$ cat src/rtl/dram_split_access_ctrl.sv
// CPU-side front end to the SDRAM controller: splits unaligned 1/2/4/8-byte accesses
// into one or two aligned DATA_W transactions. Define DRAM_REFRESH_EN to add refresh scheduling.
module dram_split_access_ctrl #(
  parameter int DATA_W      = 32,
  parameter int ADDR_W      = 32,
  parameter int REFRESH_CNT = 200,
  parameter int REFRESH_MAX = 405
) (
  input  logic                  clk,
  input  logic                  rst,
  input  logic                  i_rd_en,
  input  logic                  i_wr_en,
  input  logic [ADDR_W-1:0]     i_addr,
  input  logic [DATA_W-1:0]     i_data,
  input  logic [2:0]            i_ctrl,
  output logic                  o_ack,
  output logic                  o_done,
  output logic                  o_err,
  output logic [DATA_W-1:0]     o_data,
  output logic                  o_busy,
  output logic [7:0]            o_state,
  output logic                  o_m_rd,
  output logic                  o_m_wr,
  output logic                  o_m_refresh,
  output logic [ADDR_W-1:0]     o_m_addr,
  output logic [DATA_W-1:0]     o_m_wdata,
  output logic [DATA_W/8-1:0]   o_m_mask,
  input  logic [DATA_W-1:0]     i_m_rdata,
  input  logic                  i_m_busy,
  output logic                  o_late_refresh
);
  localparam int B    = DATA_W / 8;
  localparam int B2   = 2 * B;
  localparam int OFFW = $clog2(B);

  typedef enum logic [3:0] {
    S_IDLE, S_RD1_REQ, S_RD1_WAIT, S_RD2_REQ, S_RD2_WAIT, S_WR1_REQ, S_WR1_WAIT,
    S_WR2_REQ, S_WR2_WAIT, S_DONE, S_REF_REQ, S_REF_WAIT
  } state_t;

  state_t              state_q, state_d;
  logic [ADDR_W-1:0]   addr_q, addr_d;
  logic [DATA_W-1:0]   data_q, data_d, rd1_q, rd1_d, odata_q, odata_d;
  logic [2:0]          ctrl_q, ctrl_d;
  logic                err_q, err_d, ack_q, ack_d;
  logic                ref_force, ref_want, accept, illegal_in;

  assign illegal_in = (DATA_W == 32) && (i_ctrl[1:0] == 2'd3);

`ifdef DRAM_REFRESH_EN
  logic [31:0] rcnt_q, rcnt_d;
  logic        late_q, late_d;
  assign ref_force = rcnt_q > 32'(REFRESH_MAX);
  assign ref_want  = rcnt_q > 32'(REFRESH_CNT);
  always_comb begin
    rcnt_d = rcnt_q + 32'd1;
    if (state_q == S_REF_WAIT && !i_m_busy) rcnt_d = '0;
    late_d = late_q | (state_q == S_IDLE && state_d == S_REF_REQ && ref_force);
  end
  always_ff @(posedge clk) begin
    if (rst) begin
      rcnt_q <= '0;
      late_q <= 1'b0;
    end else begin
      rcnt_q <= rcnt_d;
      late_q <= late_d;
    end
  end
  assign o_late_refresh = late_q;
`else
  logic unused_ref;
  assign unused_ref     = ^{REFRESH_CNT, REFRESH_MAX};
  assign ref_force      = 1'b0;
  assign ref_want       = 1'b0;
  assign o_late_refresh = 1'b0;
`endif

  // Access geometry, all derived from the captured request
  logic [OFFW-1:0]     off;
  logic [3:0]          nbytes;
  logic [4:0]          endb;
  logic                split, second;
  logic [B2-1:0]       bm, mfull;
  logic [2*DATA_W-1:0] wfull;
  logic [ADDR_W-1:0]   wa;

  assign off    = addr_q[OFFW-1:0];
  assign nbytes = 4'd1 << ctrl_q[1:0];
  assign endb   = 5'(off) + 5'(nbytes);
  assign split  = endb > 5'(B);
  assign bm     = (B2'(1) << nbytes) - B2'(1);
  assign mfull  = bm << off;
  assign wfull  = {{DATA_W{1'b0}}, data_q} << {off, 3'b000};
  assign wa     = addr_q & ~ADDR_W'(B - 1);
  assign second = state_q inside {S_RD2_REQ, S_RD2_WAIT, S_WR2_REQ, S_WR2_WAIT};

  // Load result: {rd2, rd1} shifted down, then sign/zero extended from the access width
  logic [DATA_W-1:0] rd_lo, rd_hi, sh, lowmask, topbit, load_res;
  logic [6:0]        nbits;
  logic              sgn;

  assign rd_lo    = (state_q == S_RD2_WAIT) ? rd1_q : i_m_rdata;
  assign rd_hi    = (state_q == S_RD2_WAIT) ? i_m_rdata : '0;
  assign sh       = DATA_W'({rd_hi, rd_lo} >> {off, 3'b000});
  assign nbits    = 7'd8 << ctrl_q[1:0];
  assign lowmask  = (DATA_W'(1) << nbits) - DATA_W'(1);
  assign topbit   = lowmask & ~(lowmask >> 1);
  assign sgn      = !ctrl_q[2] && (ctrl_q[1:0] != 2'd3) && |(sh & topbit);
  assign load_res = (sh & lowmask) | (sgn ? ~lowmask : '0);

  always_ff @(posedge clk) begin
    if (rst) state_q <= S_IDLE;
    else     state_q <= state_d;
  end

  always_comb begin
    state_d = state_q;
    case (state_q)
      S_IDLE: if (!i_m_busy) begin
        if (ref_force)                state_d = S_REF_REQ;
        else if (i_rd_en || i_wr_en)  state_d = illegal_in ? S_DONE : (i_rd_en ? S_RD1_REQ : S_WR1_REQ);
        else if (ref_want)            state_d = S_REF_REQ;
      end
      S_RD1_REQ:  if (i_m_busy)  state_d = S_RD1_WAIT;
      S_RD1_WAIT: if (!i_m_busy) state_d = split ? S_RD2_REQ : S_DONE;
      S_RD2_REQ:  if (i_m_busy)  state_d = S_RD2_WAIT;
      S_RD2_WAIT: if (!i_m_busy) state_d = S_DONE;
      S_WR1_REQ:  if (i_m_busy)  state_d = S_WR1_WAIT;
      S_WR1_WAIT: if (!i_m_busy) state_d = split ? S_WR2_REQ : S_DONE;
      S_WR2_REQ:  if (i_m_busy)  state_d = S_WR2_WAIT;
      S_WR2_WAIT: if (!i_m_busy) state_d = S_DONE;
      S_DONE:                    state_d = S_IDLE;
      S_REF_REQ:  if (i_m_busy)  state_d = S_REF_WAIT;
      S_REF_WAIT: if (!i_m_busy) state_d = S_IDLE;
      default:                   state_d = S_IDLE;
    endcase
  end

  assign accept = (state_q == S_IDLE) && (state_d inside {S_RD1_REQ, S_WR1_REQ, S_DONE});

  always_comb begin
    addr_d  = addr_q;
    data_d  = data_q;
    ctrl_d  = ctrl_q;
    err_d   = err_q;
    rd1_d   = rd1_q;
    odata_d = odata_q;
    ack_d   = accept;
    if (accept) begin
      addr_d = i_addr;
      data_d = i_data;
      ctrl_d = i_ctrl;
      err_d  = illegal_in;
    end
    if (state_q == S_RD1_WAIT && !i_m_busy) rd1_d = i_m_rdata;
    if (state_q == S_IDLE && state_d == S_DONE) odata_d = '0;
    else if ((state_q == S_RD1_WAIT || state_q == S_RD2_WAIT) && state_d == S_DONE) odata_d = load_res;
  end

  always_ff @(posedge clk) begin
    if (rst) begin
      addr_q  <= '0;
      data_q  <= '0;
      ctrl_q  <= '0;
      err_q   <= 1'b0;
      rd1_q   <= '0;
      odata_q <= '0;
      ack_q   <= 1'b0;
    end else begin
      addr_q  <= addr_d;
      data_q  <= data_d;
      ctrl_q  <= ctrl_d;
      err_q   <= err_d;
      rd1_q   <= rd1_d;
      odata_q <= odata_d;
      ack_q   <= ack_d;
    end
  end

  always_comb begin
    o_m_rd    = state_q inside {S_RD1_REQ, S_RD2_REQ};
    o_m_wr    = state_q inside {S_WR1_REQ, S_WR2_REQ};
`ifdef DRAM_REFRESH_EN
    o_m_refresh = (state_q == S_REF_REQ);
`else
    o_m_refresh = 1'b0;
`endif
    o_m_addr  = second ? wa + ADDR_W'(B) : wa;
    o_m_wdata = second ? wfull[2*DATA_W-1:DATA_W] : wfull[DATA_W-1:0];
    o_m_mask  = '0;
    if (o_m_rd || o_m_wr) o_m_mask = second ? mfull[B2-1:B] : mfull[B-1:0];
    o_ack     = ack_q;
    o_done    = (state_q == S_DONE);
    o_err     = (state_q == S_DONE) && err_q;
    o_data    = odata_q;
    o_busy    = (state_q != S_IDLE) || i_m_busy;
    o_state   = 8'(state_q);
  end
endmodule

$ cat config.mk
export PLATFORM = sky130hd
export DESIGN_NAME = dram_split_access_ctrl
export DESIGN_NICKNAME = d
export VERILOG_FILES = /design/src/rtl/dram_split_access_ctrl.sv
export SDC_FILE = /design/constraint.sdc
export NUM_CORES = 1
export LEC_CHECK = 0
export BUFFER_PORTS_ARGS = -buffer_cell sky130_fd_sc_hd__buf_2
export CAP_MARGIN = 10
export CORE_UTILIZATION = 49
export DETAILED_ROUTE_END_ITERATION = 16
export PLACE_DENSITY = 0.76
export SLEW_MARGIN = 5
export SYNTH_ARGS = -nofsm -noshare
export SYNTH_HDL_FRONTEND = slang
export SYNTH_SLANG_ARGS = --single-unit
$ cat constraint.sdc
create_clock -name clk -period 8.09 [get_ports clk]
set_input_delay 1.2135 -clock clk [delete_from_list [all_inputs] [get_ports clk]]
set_output_delay 1.2135 -clock clk [all_outputs]
set_load 0.03 [all_outputs]
After elaboration in Yosys (flattened, before gate mapping)
Index checks and enable logic that the tools add are counted.
{ "totals": {"word_cells": 87, "input_bits": 104, "ff_bits": 137, "output_inout_bits": 116} }
{ "op_classes": {"mux": 23, "n_reduce_logical": 22, "n_eq_ne": 16, "order_cmp": 1, "bitwise_logic": 6, "add_sub_neg": 4, "n_shift": 7} }
{ "ops": {"columns": ["op", "n"], "rows": [
  ["$mux W32", 5],
  ["$and A32 B32 Y32", 3],
  ["$mux W4", 16],
  ["$shl A32 B5 Y64", 1],
  ["$shr A64 B5 Y32", 1],
  ["$pmux W4 S10", 1],
  ["$add A32 B3 Y32 const B", 1],
  ["$not A31 Y32", 1],
  ["$not A32 Y32", 1],
  ["$or A32 B32 Y32", 1],
  ["$reduce_or A32 Y1", 1],
  ["$shl A1 B7 Y32 const A", 1],
  ["$sub A32 B2 Y32 const B", 1],
  ["$eq A4 B3 Y1 const B", 5],
  ["$eq A4 B4 Y1 const B", 5],
  ["$eq A4 B1 Y1 const B", 2],
  ["$eq A4 B2 Y1 const B", 2],
  ["$reduce_bool A4 Y1", 2],
  ["$shl A1 B4 Y8 const A", 1],
  ["$shl A8 B2 Y8", 1],
  ["$sub A8 B2 Y8 const B", 1],
  ["$logic_and A1 B1 Y1", 7],
  ["$shl A4 B2 Y7 const A", 1],
  ["$add A2 B4 Y5", 1],
  ["other kinds (11)", 17]
]} }

Depth between registers and ports, before layout
{ "logic_depth": {"depth_word": 10, "mapped_depth": 12, "depth_no_buf": 9} }

Worst setup path after synthesis
No wires, ideal clock.
{ "synth_timing": {"path_kind": "register -> output", "start": "register state_q[0]", "end": "output o_m_mask[1]", "n_path_buf": 1, "path_slack_ps": 3876, "t_arrival_ps": 3001, "stages_incl_launch_ff": 7, "cell_sequence": "dfxtp_1 buf_2 nor3b_1 o31a_2 a21oi_1 nor2_1 a2111oi_0"} }
{ "synth_via": {"elab_chain_len": 4} }
{ "synth_lines": {"columns": ["item", "line", "source"], "rows": [
  ["from (decl)", "41", "state_t state_q, state_d;"],
  ["from (signal assigned)", "113", "else state_q <= state_d;"],
  ["$eq A4 B2 Y1, or another cell as far along", "95, 181", null],
  ["$reduce_bool A4 Y1, or another cell as far along", "95", "assign second = state_q inside {S_RD2_REQ, S_RD2_WAIT, S_WR2_REQ, S_WR2_WAIT};"],
  ["$mux W4 or $logic_or A1 B1 Y1 (tied branches)", "191", "if (o_m_rd || o_m_wr) o_m_mask = second ? mfull[B2-1:B] : mfull[B-1:0];"],
  ["$mux W4 (*)", "191", null],
  ["to (decl)", "27", "output logic [DATA_W/8-1:0] o_m_mask,"]
]} }
Every way passes the cells marked *; elsewhere a longest branch is shown, timed or not.

Worst setup path in the final report
{ "layout_timing": {"start": "register state_q[1]", "end": "output o_m_addr[14]"} }
{ "layout_via": {"elab_chain_len": 3} }
{ "layout_lines": {"columns": ["item", "line", "source"], "rows": [
  ["$eq A4 B2 Y1, or another cell as far along", "95", null],
  ["$reduce_bool A4 Y1 (*)", "95", null],
  ["$mux W32 (*)", "188", "o_m_addr = second ? wa + ADDR_W'(B) : wa;"],
  ["to (decl)", "25", "output logic [ADDR_W-1:0] o_m_addr,"]
]} }
Marked as above.

==> metrics.cfg <==
[sta]
fin_tns_setup_ps=0
fmax_ghz=0.224
slew_headroom_pct=24.7
drv_slew=0
worst_slew_pin_slew_ps=1130
skew_ps=7.85
hold_violations=0
period_share_pct=55.2
period_minus_slack_ps=4460
setup_viol=0
rsz0062_at_grt=false

[pwr]
power_density_nw_per_um2=205
switching_power_uw=627
p_sw_share_pct=32.0
pwr-share-seq_pct=38.4
totalPowerFinal_uw=1960
p_comb_share_pct=21.1
p_clk_share_pct=40.6
leakagePower_uw=0.00385
peakVddDrop_uv=158
internal-power_uw=1330

[cts]
cts_setup_buffers=0
clk_path_buf_depth=2
clk-insertion-delay-late_ps=430
root_buffer=clkbuf_16
cts_tree=done
clk_pin_slew_ps=60
cts_num_sinks=137
cts_resized=0
htree_levels=4
cts_buffers=17
cts_hold_buf=0

[route]
vias=7881
drtIter0Drc=552
routed_wl_um=23400
ant_nets=0
firstDrtPassIters=5
wire_per_inst_um=16.9
viasPerCell=5.68
drc=0

[die]
initial_core_util_pct=50.1
die_w_um=129
ios=220
die_area_um2=16800
fp.dieH_um=129
coreArea_um2=15900
num_rows=46

[synth]
yosysSeqAreaShare_pct=34.4
synthArstFlopShare_pct=0
ys_ff_latch=137
ys_top_cells_by_area=dfxtp_1, nand2_1, a21oi_1
synth_top_cell_by_area=dfxtp_1
syn_area_um2=7970
synth_top_area_share_pct=34.4
syn_inst=1003
synth_warnings=0
synth_cell_types=59
synth-edff-count=0
postSynthAreaPerCell_um2=7.94
synthFlopType=dfxtp_1

[critical_path]
cp.arrival_ps=3250
critPathMaxFanout=27
r2r-start=addr_q[1]
cp-start-kind=flip-flop
end_kind=primary output
critical_path_class=reg2out
r2r-end=o_data[20]
cp-endpoint=o_m_addr[14]
ff2ff_path_depth=7
startpoint=state_q[1]
r2r_slack_ps=4250
required_ps=6880

[grt]
grt_pass1_vias=6988
grt_max_degree=70
grt_pass1_wl_um=35900
grt-ovfl-total=0
grt_usage_pct=27.7
antenna_found_initial=0

[cells_and_area]
mostFrequentLayoutCells=nand2_1, buf_2, a21oi_1, dfxtp_1, mux2i_1
fin_nets=1264
drive_above_1_share_pct=26.2
fin_cells=1387
final_common_cell=nand2_1
fill_cells=1425
area_growth_pct=20.3

[placed_design]
place_inst=1354
dp_hpwl_um=16200
place.gp.congestion=0.912
portBuffers=211

[flow_run]
cap_violations=0

[run_status]
status=finished clean

[worst_hold_path]
min_from=rd1_q[30]
worstHoldPathType=reg2reg

## power by group through the flow
stage                     logic, uW  registers [uW]  clock network, uW
after floorplan                 295             760                  0
after global placement          405             765                  0
after detailed placement        408             767                  0
after CTS                       410             752                805
after global routing            445             758                835
final                           413             753                795
## layer usage
layer / track usage [%] / share of wire [%] / up-vias
met1: 34.7 / 42 / 3659
met4: 11.8 / 2.4 / 0
li1: - / - / 3845
met3: 7.80 / 8.3 / 36
met2: 44.5 / 48 / 341
met5: 0 / 0 / -
## flip-flops by register name, summed over array words and instances, names as in the netlist
register,cells
state_q,4
err_q,1
addr_q,32
o_ack,1
o_data,32
ctrl_q,3
rd1_q,32
data_q,32
## critical path, stage by stage, from the launching register on
cell and delay [ps]:
dfxtp_1 460, o31ai_1 630, o31a_2 630, nand3_1 240, or4_1 460, xnor2_1 170
buf_2 220
## Yosys cell counts, types with 8 or more instances
master / n
a211oi_1: 22
a211oi_2: 10
a21o_1: 8
a21oi_1: 140
a22oi_1: 21
and3_1: 19
buf_2: 23
buf_4: 8
clkbuf_1: 52
dfxtp_1: 137
inv_1: 10
mux2_2: 20
mux2i_1: 56
mux4_2: 14
nand2_1: 240
nand3_1: 19
nor2_1: 29
nor3_1: 18
o21a_1: 8
o21ai_0: 27
o22ai_1: 9
xnor2_1: 21
xor2_1: 8
## logic make-up (layout without fill, tap and decap cells)
kind of cell | after synthesis | count (layout) | synth area share (%)
other | 1 | 9 | 0.0471
AND/OR/NAND/NOR | 368 | 368 | 20.5
adder cells (fa/ha/maj) | 3 | 3 | 0.565
buffers and inverters | 102 | 262 | 6.13
XOR/XNOR | 29 | 29 | 3.19
AO/OA/AOI/OAI | 273 | 273 | 21.3
multiplexers | 90 | 90 | 13.8
flip-flops | 137 | 137 | 34.4
## per-stage QoR
stage | setup WS, ps | cell area, um^2 | hold slack [ps] | utilization (%)
final | 3630 | 9580 | 454 | 60.3
after floorplan | 3880 | 7990 | 433 | -
after CTS | 3640 | 9580 | 455 | 60.3
after detailed placement | 4110 | 8970 | 447 | 56.5
after global placement | 4180 | 8970 | 440 | 56.5
after global routing | 3370 | 9580 | 478 | 60.3
## how the worst min path moves through the flow
stage           endpoint  slack, ps  cells after the start
6_report       rd1_q[30]        450                      2
3_3_place_gp    rd1_q[0]        440                      2
4_1_cts        rd1_q[30]        460                      2
3_5_place_dp   rd1_q[30]        450                      2
5_1_grt        rd1_q[29]        480                      2
2_1_floorplan   rd1_q[0]        430                      2
## cell type report
class	instances	area (um^2)	area share, %
Clock buffer	19	464	4.85
Tap cell	216	270	2.82
Inverter	10	37.5	0.392
Antenna cell	1	2.50	0.0261
Sequential cell	137	2750	28.7
Clock inverter	13	144	1.50
Timing Repair Buffer	220	1130	11.8
Multi-Input combinational cell	771	4790	50.0
Note: power is estimated with default switching activity, not from simulation.
